$ cat src/rtl/fb_scanout_pkg.sv
`default_nettype none
// ============================================================================
//  Module      : fb_scanout_pkg
//  Description : Shared constants, types and the pixel-to-address mapping
//                for the framebuffer scan-out reader.
//                - 640x480@60 Hz VGA timing. Pixel clock is 25 MHz.
//                - 320x240 framebuffer, 3-bit colour {R,G,B}.
//                - Every framebuffer pixel is shown 2x wide and 2x tall.
//  Revision    : 1.0 - initial release
// ============================================================================
package fb_scanout_pkg;

  // Framebuffer geometry
  localparam int FB_W    = 320;
  localparam int FB_H    = 240;
  localparam int ADDR_W  = 17;
  localparam int COLOR_W = 3;
  localparam int CNT_W   = 10;

  typedef logic [CNT_W-1:0]   cnt_t;
  typedef logic [ADDR_W-1:0]  fb_addr_t;
  typedef logic [COLOR_W-1:0] color_t;

  // Horizontal timing, in pixels
  localparam int H_ACTIVE = 2 * FB_W;   // 640
  localparam int H_FRONT  = 16;
  localparam int H_SYNC   = 96;
  localparam int H_BACK   = 48;
  localparam int H_TOTAL  = H_ACTIVE + H_FRONT + H_SYNC + H_BACK;  // 800

  // Vertical timing, in lines
  localparam int V_ACTIVE = 2 * FB_H;   // 480
  localparam int V_FRONT  = 10;
  localparam int V_SYNC   = 2;
  localparam int V_BACK   = 33;
  localparam int V_TOTAL  = V_ACTIVE + V_FRONT + V_SYNC + V_BACK;  // 525

  // Counter-width versions of the timing boundaries. Sync ends are exclusive.
  localparam cnt_t H_VIS_END    = cnt_t'(H_ACTIVE);
  localparam cnt_t H_SYNC_START = cnt_t'(H_ACTIVE + H_FRONT);
  localparam cnt_t H_SYNC_END   = cnt_t'(H_ACTIVE + H_FRONT + H_SYNC);
  localparam cnt_t H_LAST       = cnt_t'(H_TOTAL - 1);
  localparam cnt_t V_VIS_END    = cnt_t'(V_ACTIVE);
  localparam cnt_t V_SYNC_START = cnt_t'(V_ACTIVE + V_FRONT);
  localparam cnt_t V_SYNC_END   = cnt_t'(V_ACTIVE + V_FRONT + V_SYNC);
  localparam cnt_t V_LAST       = cnt_t'(V_TOTAL - 1);
  localparam cnt_t V_LAST_VIS   = cnt_t'(V_ACTIVE - 1);

  // Timing bits carried alongside the RAM read, so that they line up with fb_q
  typedef struct packed {
    logic hs;
    logic vs;
    logic blank;
    logic en;
  } stage_t;

  // Idle value of a stage: syncs inactive, blanked, display disabled
  localparam stage_t STAGE_IDLE = '{hs: 1'b1, vs: 1'b1, blank: 1'b1, en: 1'b0};

  // Framebuffer address of screen pixel (h,v) at 2x replication:
  // (v/2)*320 + h/2. The multiply by 320 is done as two shifts and an add.
  // The largest result is 76799, so 17 bits cannot overflow.
  function automatic fb_addr_t pixel_address(input cnt_t h, input cnt_t v);
    fb_addr_t x;
    fb_addr_t y;
    x = fb_addr_t'(h[CNT_W-1:1]);
    y = fb_addr_t'(v[CNT_W-1:1]);
    return (y << 8) + (y << 6) + x;
  endfunction

endpackage
`default_nettype wire

$ cat src/rtl/fb_scanout_if.sv
`default_nettype none
// ============================================================================
//  Module      : fb_scanout_if
//  Description : Signal bundle between the scan-out reader and the outside.
//                It groups the framebuffer RAM read port with the VGA DAC
//                and sync pins.
//                - master : fb_scanout side. Drives the address and pins,
//                           and receives fb_q.
//                - slave  : RAM and display side.
//  Signals     : fb_address[16:0], fb_q[2:0], vga_hs, vga_vs, vga_blank_n,
//                vga_r/g/b[7:0], vblank, frame_start
//  Revision    : 1.0 - initial release
// ============================================================================
interface fb_scanout_if import fb_scanout_pkg::*; ();

  fb_addr_t   fb_address;
  color_t     fb_q;
  logic       vga_hs;
  logic       vga_vs;
  logic       vga_blank_n;
  logic [7:0] vga_r;
  logic [7:0] vga_g;
  logic [7:0] vga_b;
  logic       vblank;
  logic       frame_start;

  modport master (
    output fb_address,
    input  fb_q,
    output vga_hs,
    output vga_vs,
    output vga_blank_n,
    output vga_r,
    output vga_g,
    output vga_b,
    output vblank,
    output frame_start
  );

  modport slave (
    input  fb_address,
    output fb_q,
    input  vga_hs,
    input  vga_vs,
    input  vga_blank_n,
    input  vga_r,
    input  vga_g,
    input  vga_b,
    input  vblank,
    input  frame_start
  );

endinterface
`default_nettype wire

$ cat src/rtl/fb_scanout_vga_timing_gen.sv
`default_nettype none
// ============================================================================
//  Module      : vga_timing_gen
//  Description : S0 stage of the scan-out pipeline. It holds the 800x525
//                pixel/line counters and decodes them combinationally.
//                frame_start is registered. It is high in the cycle where the
//                counters read (h=0, v=480).
//  Ports       : clk          - pixel clock, rising edge
//                rst_n        - asynchronous reset, active low
//                hcount       - horizontal counter, 0..799
//                vcount       - vertical counter, 0..524
//                hs, vs       - sync, active low
//                blank        - 1 outside the 640x480 visible area
//                vblank       - 1 while vcount >= 480
//                frame_start  - one-cycle pulse at (h=0, v=480)
//  Revision    : 1.0 - initial release
// ============================================================================
module vga_timing_gen import fb_scanout_pkg::*; (
  input  logic clk,
  input  logic rst_n,
  output cnt_t hcount,
  output cnt_t vcount,
  output logic hs,
  output logic vs,
  output logic blank,
  output logic vblank,
  output logic frame_start
);

  logic h_last;
  logic v_last;

  assign h_last = (hcount == H_LAST);
  assign v_last = (vcount == V_LAST);

  always_ff @(posedge clk or negedge rst_n) begin
    if (!rst_n) begin
      hcount      <= '0;
      vcount      <= '0;
      frame_start <= 1'b0;
    end else begin
      if (h_last) begin
        hcount <= '0;
        vcount <= v_last ? '0 : vcount + 1'b1;
      end else begin
        hcount <= hcount + 1'b1;
      end
      // Decode one cycle early, so the pulse lines up with (0,480)
      // and still comes straight from a flop.
      frame_start <= h_last && (vcount == V_LAST_VIS);
    end
  end

  assign hs     = !((hcount >= H_SYNC_START) && (hcount < H_SYNC_END));
  assign vs     = !((vcount >= V_SYNC_START) && (vcount < V_SYNC_END));
  assign vblank = (vcount >= V_VIS_END);
  assign blank  = (hcount >= H_VIS_END) || vblank;

endmodule
`default_nettype wire

$ cat src/rtl/fb_scanout.sv
`default_nettype none
// ============================================================================
//  Module      : fb_scanout
//  Description : Framebuffer scan-out reader. It produces 640x480@60 Hz VGA
//                from a 320x240, 3-bit framebuffer, with 2x replication in
//                both axes. The pipeline has four stages:
//                  S0  counters and timing decode (vga_timing_gen)
//                  S1  registered framebuffer address, and timing/enable
//                      sample
//                  S2  RAM returns fb_q, and the timing is delayed one more
//                      stage
//                  S3  colour, sync and blank registered together onto the
//                      pins
//                Pins show the S0 state from three edges earlier.
//  Ports       : clock_all   - 25 MHz pixel clock
//                reset_all   - asynchronous reset, active low
//                enable_all  - 1 shows framebuffer content, 0 forces black
//                bus         - fb_scanout_if.master: fb_address, fb_q,
//                              vga_hs, vga_vs, vga_blank_n, vga_r/g/b,
//                              vblank, frame_start
//  Config      : FB_SCANOUT_TESTPAT_EN - when defined, colour is a bar
//                pattern taken from hcount[8:6] instead of fb_q.
//  Revision    : 1.0 - initial release
// ============================================================================
module fb_scanout import fb_scanout_pkg::*; (
  input  logic         clock_all,
  input  logic         reset_all,
  input  logic         enable_all,
  fb_scanout_if.master bus
);

  // --------------------------------------------------------------------------
  // S0: counters and timing decode
  // --------------------------------------------------------------------------
  cnt_t hcount;
  cnt_t vcount;
  logic hs0;
  logic vs0;
  logic blank0;
  logic vblank0;
  logic frame_start0;

  vga_timing_gen u_timing (
    .clk         (clock_all),
    .rst_n       (reset_all),
    .hcount      (hcount),
    .vcount      (vcount),
    .hs          (hs0),
    .vs          (vs0),
    .blank       (blank0),
    .vblank      (vblank0),
    .frame_start (frame_start0)
  );

  // --------------------------------------------------------------------------
  // S1/S2: address register and timing delay line.
  // The RAM register provides the S2 delay for the data path. The two
  // stage_t registers give the matching delay to the timing bits.
  // --------------------------------------------------------------------------
  stage_t s1;
  stage_t s2;

  always_ff @(posedge clock_all or negedge reset_all) begin
    if (!reset_all) begin
      bus.fb_address <= '0;
      s1             <= STAGE_IDLE;
      s2             <= STAGE_IDLE;
    end else begin
      // Blanked pixels read address 0. This keeps the address bus quiet
      // outside the visible area.
      bus.fb_address <= blank0 ? '0 : pixel_address(hcount, vcount);
      s1             <= '{hs: hs0, vs: vs0, blank: blank0, en: enable_all};
      s2             <= s1;
    end
  end

  // --------------------------------------------------------------------------
  // Colour source
  // --------------------------------------------------------------------------
  color_t color_src;

`ifdef FB_SCANOUT_TESTPAT_EN
  // hcount is delayed by two stages so the bars line up with S3. The result
  // is 64-pixel bars in colours 0..7, then 0, 1 across the visible line.
  cnt_t h1;
  cnt_t h2;
  logic unused_testpat;

  always_ff @(posedge clock_all or negedge reset_all) begin
    if (!reset_all) begin
      h1 <= '0;
      h2 <= '0;
    end else begin
      h1 <= hcount;
      h2 <= h1;
    end
  end

  assign color_src      = h2[8:6];
  assign unused_testpat = ^{bus.fb_q, h2[9], h2[5:0]};
`else
  assign color_src = bus.fb_q;
`endif

  // --------------------------------------------------------------------------
  // S3: output register. Sync, blank and colour change on the same edge.
  // --------------------------------------------------------------------------
  logic   hs_q;
  logic   vs_q;
  logic   blank_n_q;
  color_t color_q;

  always_ff @(posedge clock_all or negedge reset_all) begin
    if (!reset_all) begin
      hs_q      <= 1'b1;
      vs_q      <= 1'b1;
      blank_n_q <= 1'b0;
      color_q   <= '0;
    end else begin
      hs_q      <= s2.hs;
      vs_q      <= s2.vs;
      blank_n_q <= !s2.blank;
      color_q   <= (s2.blank || !s2.en) ? '0 : color_src;
    end
  end

  // Each colour bit drives all eight DAC bits of its channel
  assign bus.vga_hs      = hs_q;
  assign bus.vga_vs      = vs_q;
  assign bus.vga_blank_n = blank_n_q;
  assign bus.vga_r       = {8{color_q[2]}};
  assign bus.vga_g       = {8{color_q[1]}};
  assign bus.vga_b       = {8{color_q[0]}};

  // Frame-level status comes from S0. Drawers use it to schedule their
  // writes, so it is not delayed with the pixels.
  assign bus.vblank      = vblank0;
  assign bus.frame_start = frame_start0;

endmodule
`default_nettype wire
$ cat src/flat_wrapper.sv
// flat-port wrapper written by rule: the top's interface ports become plain ports
module fb_scanout_flat import fb_scanout_pkg::*;
  (clock_all, reset_all, enable_all, bus_fb_address, bus_fb_q, bus_vga_hs, bus_vga_vs, bus_vga_blank_n, bus_vga_r, bus_vga_g, bus_vga_b, bus_vblank, bus_frame_start);
  fb_scanout_if bus_i ();
  input  logic clock_all;
  input  logic reset_all;
  input  logic enable_all;
  output wire logic [$bits(bus_i.fb_address)-1:0] bus_fb_address;
  input wire logic [$bits(bus_i.fb_q)-1:0] bus_fb_q;
  output wire logic [$bits(bus_i.vga_hs)-1:0] bus_vga_hs;
  output wire logic [$bits(bus_i.vga_vs)-1:0] bus_vga_vs;
  output wire logic [$bits(bus_i.vga_blank_n)-1:0] bus_vga_blank_n;
  output wire logic [$bits(bus_i.vga_r)-1:0] bus_vga_r;
  output wire logic [$bits(bus_i.vga_g)-1:0] bus_vga_g;
  output wire logic [$bits(bus_i.vga_b)-1:0] bus_vga_b;
  output wire logic [$bits(bus_i.vblank)-1:0] bus_vblank;
  output wire logic [$bits(bus_i.frame_start)-1:0] bus_frame_start;
  assign bus_fb_address = bus_i.fb_address;
  assign bus_i.fb_q = bus_fb_q;
  assign bus_vga_hs = bus_i.vga_hs;
  assign bus_vga_vs = bus_i.vga_vs;
  assign bus_vga_blank_n = bus_i.vga_blank_n;
  assign bus_vga_r = bus_i.vga_r;
  assign bus_vga_g = bus_i.vga_g;
  assign bus_vga_b = bus_i.vga_b;
  assign bus_vblank = bus_i.vblank;
  assign bus_frame_start = bus_i.frame_start;
  fb_scanout u_core (.clock_all(clock_all), .reset_all(reset_all), .enable_all(enable_all), .bus(bus_i));
endmodule
$ cat config.mk
export PLATFORM = sky130hd
export DESIGN_NAME = fb_scanout_flat
export DESIGN_NICKNAME = d
export VERILOG_FILES = /design/src/rtl/fb_scanout_pkg.sv /design/src/rtl/fb_scanout_if.sv /design/src/rtl/fb_scanout_vga_timing_gen.sv /design/src/rtl/fb_scanout.sv /design/src/flat_wrapper.sv
export SDC_FILE = /design/constraint.sdc
export NUM_CORES = 1
export LEC_CHECK = 0
export BUFFER_PORTS_ARGS = -buffer_cell sky130_fd_sc_hd__buf_2
export CORE_MARGIN = 2
export CORE_UTILIZATION = 59
export CTS_CLUSTER_SIZE = 25
export DETAILED_ROUTE_END_ITERATION = 8
export PLACE_DENSITY_LB_ADDON = 0.25
export SKIP_LAST_GASP = 1
export SLEW_MARGIN = 0
export SYNTH_ARGS = -nofsm -noshare
export SYNTH_HDL_FRONTEND = slang
export SYNTH_SLANG_ARGS = --single-unit
$ cat constraint.sdc
create_clock -name clock_all -period 6.7 [get_ports clock_all]
set_clock_uncertainty 0.15 [all_clocks]
set_input_delay 0.335 -clock clock_all [delete_from_list [all_inputs] [get_ports clock_all]]
set_output_delay 0.335 -clock clock_all [all_outputs]
set_load 0.005 [all_outputs]
==> results of run 1 <==
[sequential cells by signal (all words and copies together), names as in the netlist]
register                     flops
u_core.color_q                   3
u_core.bus.vga_blank_n           1
u_core.bus.fb_address           17
u_core.bus.vga_vs                1
u_core.bus.vga_hs                1
u_core.s2                        4
u_core.s1                        4
u_core.u_timing.vcount          10
u_core.u_timing.hcount          10
u_core.u_timing.frame_start      1
[power by group through the flow]
stage,Clock (µW),Combinational [µW],Sequential (µW)
global placement,0,16.8,323
finish,182,17.0,317
global route,198,19.7,317
floorplan,0,10.7,323
CTS,185,17.7,317
detailed placement,0,16.8,323
[kinds of logic (layout without fill, tap and decap cells)]
kind of cell,Yosys count,in the layout,synth area share
buf+inv,37,74,0.0831
xor+xnor,15,15,0.0482
flops,52,52,0.481
simple gates,85,85,0.190
fa+ha+maj,24,24,0.116
mux,1,1,0.00367
compound gates,35,35,0.0780
[repair_timing]
item                                    in CTS  in global routing
hold buffers                                 2                  0
buffers inserted                             0                  0
hold endpoints to repair                    44                  0
endpoints found under the setup margin       0                  0
[synthesized netlist by cell type]
library cell	number
a211o_1	1
a211oi_1	5
a21o_1	3
a21oi_1	8
a41oi_1	1
and2_1	12
and3_1	5
and4_1	2
and4b_1	1
buf_2	1
buf_4	23
clkbuf_1	1
dfrtp_1	44
dfstp_2	8
fa_1	2
ha_1	22
inv_1	11
inv_2	1
mux2i_1	1
nand2_1	8
nand2b_1	1
nand3_1	9
nand3_4	1
nand4_1	5
nand4b_1	1
nor2_1	17
nor2_2	1
nor2_8	1
nor2b_1	1
nor3_1	8
nor3b_1	1
nor4_1	2
nor4_2	2
nor4_4	1
nor4b_1	2
o21a_1	2
o21ai_0	13
o21bai_1	1
o31ai_1	1
or3_1	3
or4_1	1
xnor2_1	6
xor2_1	9
[metrics by stage]
| step | setup WS [ns] | hold slack (ns) | util | power (µW) | instance area, µm² |
|---|---|---|---|---|---|
| 3_5_place_dp | 3.97 | 0.196 | 0.651 | 340 | 2870 |
| 3_3_place_gp | 4.06 | 0.185 | 0.651 | 339 | 2870 |
| 5_1_grt | 3.74 | 0.0669 | 0.676 | 535 | 2980 |
| 4_1_cts | 3.94 | 0.0667 | 0.676 | 520 | 2980 |
| 6_report | 3.93 | 0.0692 | 0.676 | 515 | 2980 |
| 2_1_floorplan | 4.16 | -0.111 | - | 334 | 2730 |
[layer usage]
| layer | share of wire | GRT usage | vias up |
|---|---|---|---|
| met1 | 0.48 | 0.250 | 872 |
| met4 | 0.017 | 0.0755 | 0 |
| met2 | 0.45 | 0.291 | 49 |
| li1 | - | - | 915 |
| met5 | 0 | 0 | - |
| met3 | 0.052 | 0.0472 | 7 |
[final cells by class]
type,count,share of cell area
repair buffers,54,0.0948
well taps,52,0.0218
flip-flops and latches,52,0.439
clock inverters,3,0.00755
inverters,12,0.0151
clock buffers,5,0.0231
multi-input cells,160,0.398
[worst max-delay path, stage by stage, from the launching register on]
cell,delay (ns)
dfrtp_1,0.46
inv_1,0.12
fa_1,0.54
inv_1,0.07
fa_1,0.47
a211o_1,0.35
a211oi_1,0.26
o21ai_0,0.11
a21oi_1,0.16
[worst min-delay path by stage]
stage               cells after the start                    from                                  to
floorplan                               0               reset_all  u_core.bus.fb_address[0]$_DFF_PN0_
global placement                        0  u_core.s1[0]$_DFF_PN0_              u_core.s2[0]$_DFF_PN0_
detailed placement                      0  u_core.s1[0]$_DFF_PN0_              u_core.s2[0]$_DFF_PN0_
CTS                                     2             bus_fb_q[2]         u_core.color_q[2]$_DFF_PN0_
global route                            2             bus_fb_q[2]         u_core.color_q[2]$_DFF_PN0_
finish                                  2             bus_fb_q[2]         u_core.color_q[2]$_DFF_PN0_
==> metrics.cfg, run 1 <==
[setup_path]
worst-path-max-fanout=7
r2r-start=u_core.u_timing.vcount[1]$_DFFE_PN0N_
rrSetupSlack_ns=3.93
endpoint_kind=flop
timing.rr.end=u_core.bus.fb_address[13]$_DFF_PN0_
required_ns=6.78
r2r_cells=8
cp-startpoint=u_core.u_timing.vcount[1]$_DFFE_PN0N_
critical_path_class=reg2reg
start_kind=flop
critical_path.endpoint=u_core.bus.fb_address[13]$_DFF_PN0_
crit_arrival_ns=2.85

[pwr]
vdd_drop_max_v=0.0000831
combPwrFrac=0.033
leakage_uw=0.00157
powerDensity_nw_per_um2=173
clock_power_share=0.353
switchingPower_uw=118
swShare=0.228
p_seq_frac=0.614
p_int_uw=398

[logic_synthesis]
yosys.area.top_type=dfrtp_1
synthCells=249
netlist_area_um2=2730
synth-seq-cells=52
ys_seq_area_frac=0.481
syn_area_per_cell_um2=10.9
synth_top_cell_area_share=0.404
syn_nets=279
yosysWarnings=0
synth.distinct_cells=43
synth.area.top_cells=dfrtp_1, ha_1, dfstp_2

[finish]
final_cell_mix=buf_2, dfrtp_1, ha_1, nor2_1, o21ai_0
area_growth_pct=9.45
ff_latch_area_um2=1310
nNetsFinal=315
final_common_cell=buf_2
fin_cells=338
multiInputGateArea_um2=1190
diodes=0
drive_above_1_share=0.262
fillers=350

[detailed_routing]
drtAntennaViolNets=0
firstDrtPassIters=4
drt-total-wl_mm=4.41
drc=0
drt-vias-per-instance=5.45
vias=1843
first_iter_violations=103
wl_per_cell_um=13.1

[sta]
slew_headroom=0.582
worstMarginPinSlew_ns=0.627
rsz0062_at_grt=no
fin_crit_sh=0.413
finalHoldViolations=0
slew_violations=0
fmax_mhz=362
finalSetupViolCount=0
timing.setup.tns_ns=0
min_period_ns=2.77

[worst_hold_path]
hold_class=in2reg

[cts]
ctsRootBufferMaster=clkbuf_8
cts_buffers=5
clk_latency_ns=0.31
cts_max_level=2
clk_pin_slew_ns=0.09
cts_resized=0
tritoncts=done
clockBufferDepth=2
cts.sinks=52

[global_routing]
grt_use_total=0.186
grt_max_degree=53
grt_pass1_wl_mm=7.40
grt_pass1_vias=1625
grt_antenna_before_repair=0
grt-ovfl-total=0

[placement]
io_buffers=51
place_inst=328
dp_hpwl_mm=3.18
place_congestion=0.830

[floorplan]
std_cell_rows=24
start_util=0.618
core_area_um2=4410
io_pins=52
die_h_um=72.0
dieArea_um2=5180
die_w_um=72.0

[outcome]
run_status=finished, final reports clean

[run]
maxCapViolCount=0

(Power assumes the default switching activity.)
==> inputs of run 2 (changes only) <==
- CORE_UTILIZATION: 59 -> 50
- clock period: 6.7 -> 2.3 ns (I/O delays scaled with it)
==> run 2 against run 1 <==
Against the previous run:
- the flow now finishes with violations (setup timing)
- worst setup slack got worse by 4.0 ns
- wire length grew 9.7%
- combinational power increased to 3.2 times the previous value
- register-to-register slack worse by 4.0 ns
- fmax is 17% higher
- critical path depth increased by 2
- utilization decreased by 4.3 points
- highest routed layer unchanged
- cell count up 13%
- sequential share of layout area decreased by 3.9 points
- non-clock buffer count increased by 27
==> metrics.cfg, run 2 (synthesis gave the netlist of run 1 again) <==
[outcome]
run_status=finished with violations
failed_checks=setup timing

[placement]
place_congestion=0.859  ; +3.5%
io_buffers=51  ; unchanged
place_inst=367  ; +12%
place_ws_ns=-0.0212  ; -3.99 ns
place_area_um2=3070  ; +6.7%
dp_hpwl_mm=3.48  ; +9.4%

[worst_hold_path]
hold-path-cell-count=0  ; -2
hp-start=u_core.s1[0]$_DFF_PN0_
hold_class=reg2reg
hold_end=u_core.s2[0]$_DFF_PN0_

[pwr]
switchingPower_uw=336  ; +190%
combPwrFrac=0.036  ; +0.003
powerDensity_nw_per_um2=457  ; +160%
clock_power_share=0.348  ; -0.005
p_int_uw=1160  ; +190%
swShare=0.225  ; -0.00359
leakage_uw=0.00170  ; +8.0%
vdd_drop_max_v=0.000263  ; +220%
p_seq_frac=0.617  ; +0.003

[sta]
worst_slack_ns=-0.0721  ; -4.01 ns
slew_headroom=0.577  ; -0.00482
timing.setup.tns_ns=-0.186  ; -0.186 ns
worstMarginPinSlew_ns=0.635  ; +0.00723 ns
fin_crit_sh=1.03  ; +0.619
finalSetupViolCount=5  ; +5
min_period_ns=2.37  ; -0.394 ns
rsz0062_at_grt=yes
slew_violations=0  ; unchanged
fmax_mhz=422  ; +17%
finalHoldViolations=0  ; unchanged

[global_routing]
busiest_layer=met2
grt_pass1_wl_mm=8.36  ; +13%
grt_pass1_vias=1795  ; +10%
grtUsageMet2=0.268  ; -0.0230
grt_max_degree=53  ; unchanged
met1_usage=0.246  ; -0.00386
use_met3=0.0326  ; -0.0147
grt_antenna_before_repair=0  ; unchanged
grt_use_total=0.171  ; -0.0144
grt-ovfl-total=0  ; unchanged

[setup_path]
crit_arrival_ns=2.46  ; -0.39 ns
worst-path-max-fanout=3  ; -4
crit_path_cell_trace=inv_2 > fa_1 > inv_2 > buf_4 > ha_4 > a211oi_4 > o31ai_2 > buf_4 > xnor2_2 > nor2_1
timing.rr.end=u_core.bus.fb_address[12]$_DFF_PN0_
r2r_cells=10  ; +2
start_kind=flop
r2r-start=u_core.u_timing.vcount[1]$_DFFE_PN0N_
critical_path_class=reg2reg
endpoint_kind=flop
crit_buf_inv=4  ; +2
cp_top_family=adder cells
rrSetupSlack_ns=-0.07  ; -4.01 ns
slowest_delay_ns=0.55  ; about the same
required_ns=2.39  ; -4.39 ns
crit_slowest_cell=fa_1

[finish]
drive_above_1_share=0.355  ; +0.0924
utilization=0.633  ; -0.0430
multiInputGateArea_um2=1250  ; +4.9%
area_growth_pct=20.1
design_area_um2=3270  ; +9.7%
fillers=427  ; +22%
largest_reg_flops=17  ; unchanged
nNetsFinal=342  ; +8.6%
final_cell_mix=buf_2, dfrtp_1, buf_4, ha_1, nor2_1
top_regs=u_core.bus.fb_address x17, u_core.u_timing.hcount x10, u_core.u_timing.vcount x10
regMostFlops=u_core.bus.fb_address
diodes=0  ; unchanged
final_common_cell=buf_2
ff_latch_area_um2=1310  ; unchanged
fin_cells=383  ; +13%

[floorplan]
dieArea_um2=6060  ; +17%
die_w_um=77.8  ; +8.1%
start_util=0.527  ; -0.0905
io_pins=52  ; unchanged
die_h_um=77.8  ; +8.1%
std_cell_rows=26  ; +8.3%
core_area_um2=5170  ; +17%

[cts]
ctsRootBufferMaster=clkbuf_8
cts_max_level=2  ; unchanged
clockBufferDepth=2  ; unchanged
cts.sinks=52  ; unchanged
cts_buffers=5  ; unchanged
clk_latency_ns=0.30  ; about the same
clk_pin_slew_ns=0.09  ; about the same
tritoncts=done

[detailed_routing]
drt-total-wl_mm=4.84  ; +9.7%
firstDrtPassIters=4  ; unchanged
first_iter_violations=116  ; +13%
drc=0  ; unchanged
drtAntennaViolNets=0  ; unchanged
drt-vias-per-instance=5.17  ; -5.1%
vias=1982  ; +7.5%
wl_per_cell_um=12.6  ; -3.2%

[run]
maxCapViolCount=0  ; unchanged

## run 2: cell count changes in the layout (fill, tap and decap cells not counted), moves of 2 or more
cell / before / now
buf_4: 1 / 25
a211oi_1: 5 / 2
dlygate4sd3_1: 2 / 5
ha_1: 22 / 19
a211oi_2: 0 / 2
ha_2: 0 / 2
inv_1: 11 / 9
inv_2: 1 / 3
o21ai_0: 13 / 11
o21ai_1: 0 / 2
## run 2: power groups by stage
stage | logic, µW | registers (µW) | clock network (µW)
after floorplan | 31.3 | 941 | 0
after global placement | 49.6 | 940 | 0
after detailed placement | 49.4 | 940 | 0
after CTS | 56.0 | 923 | 535
after global routing | 61.6 | 924 | 575
final | 53.6 | 923 | 520
## run 2: area by class of cell
cell class | instances | share of cell area
sequential | 52 | 0.400
inverter | 12 | 0.0138
clock inverter | 3 | 0.00650
tap | 70 | 0.0267
multi-input combinational | 160 | 0.381
timing repair buffer | 81 | 0.151
clock buffer | 5 | 0.0210
## run 2: how the worst max path moves through the flow
stage	depth (start not counted)	slack [ns]	startpoint	end
after global placement	8	0.009	u_core.u_timing.vcount[1]$_DFFE_PN0N_	u_core.bus.fb_address[15]$_DFF_PN0_
after detailed placement	8	-0.02	u_core.u_timing.vcount[1]$_DFFE_PN0N_	u_core.bus.fb_address[15]$_DFF_PN0_
final	10	-0.07	u_core.u_timing.vcount[1]$_DFFE_PN0N_	u_core.bus.fb_address[12]$_DFF_PN0_
after global routing	8	-0.23	u_core.u_timing.vcount[1]$_DFFE_PN0N_	u_core.bus.fb_address[13]$_DFF_PN0_
after floorplan	8	-0.03	u_core.u_timing.vcount[1]$_DFFE_PN0N_	u_core.bus.fb_address[13]$_DFF_PN0_
after CTS	8	-0.04	u_core.u_timing.vcount[1]$_DFFE_PN0N_	u_core.bus.fb_address[13]$_DFF_PN0_
## run 2: repair_timing
| item | in CTS | in global routing |
|---|---|---|
| endpoints found under the hold margin | 48 | 0 |
| pin swaps | 0 | 7 |
| hold buffers | 5 | 0 |
| setup endpoints to repair | 5 | 6 |
| gates cloned | 0 | 0 |
| setup buffers | 1 | 2 |
| resized for setup | 5 | 6 |
## run 2: layer usage
metal	vias up	part of all wire
li1	973	-
met5	-	0
met1	937	0.49
met2	68	0.44
met3	4	0.065
met4	0	0.0081
## run 2: through the flow
stage	total power, µW	hold WS (ns)
after floorplan	973	-0.331
after global placement	990	0.0757
after detailed placement	990	0.0749
after CTS	1510	0.207
after global routing	1560	0.211
final	1500	0.205
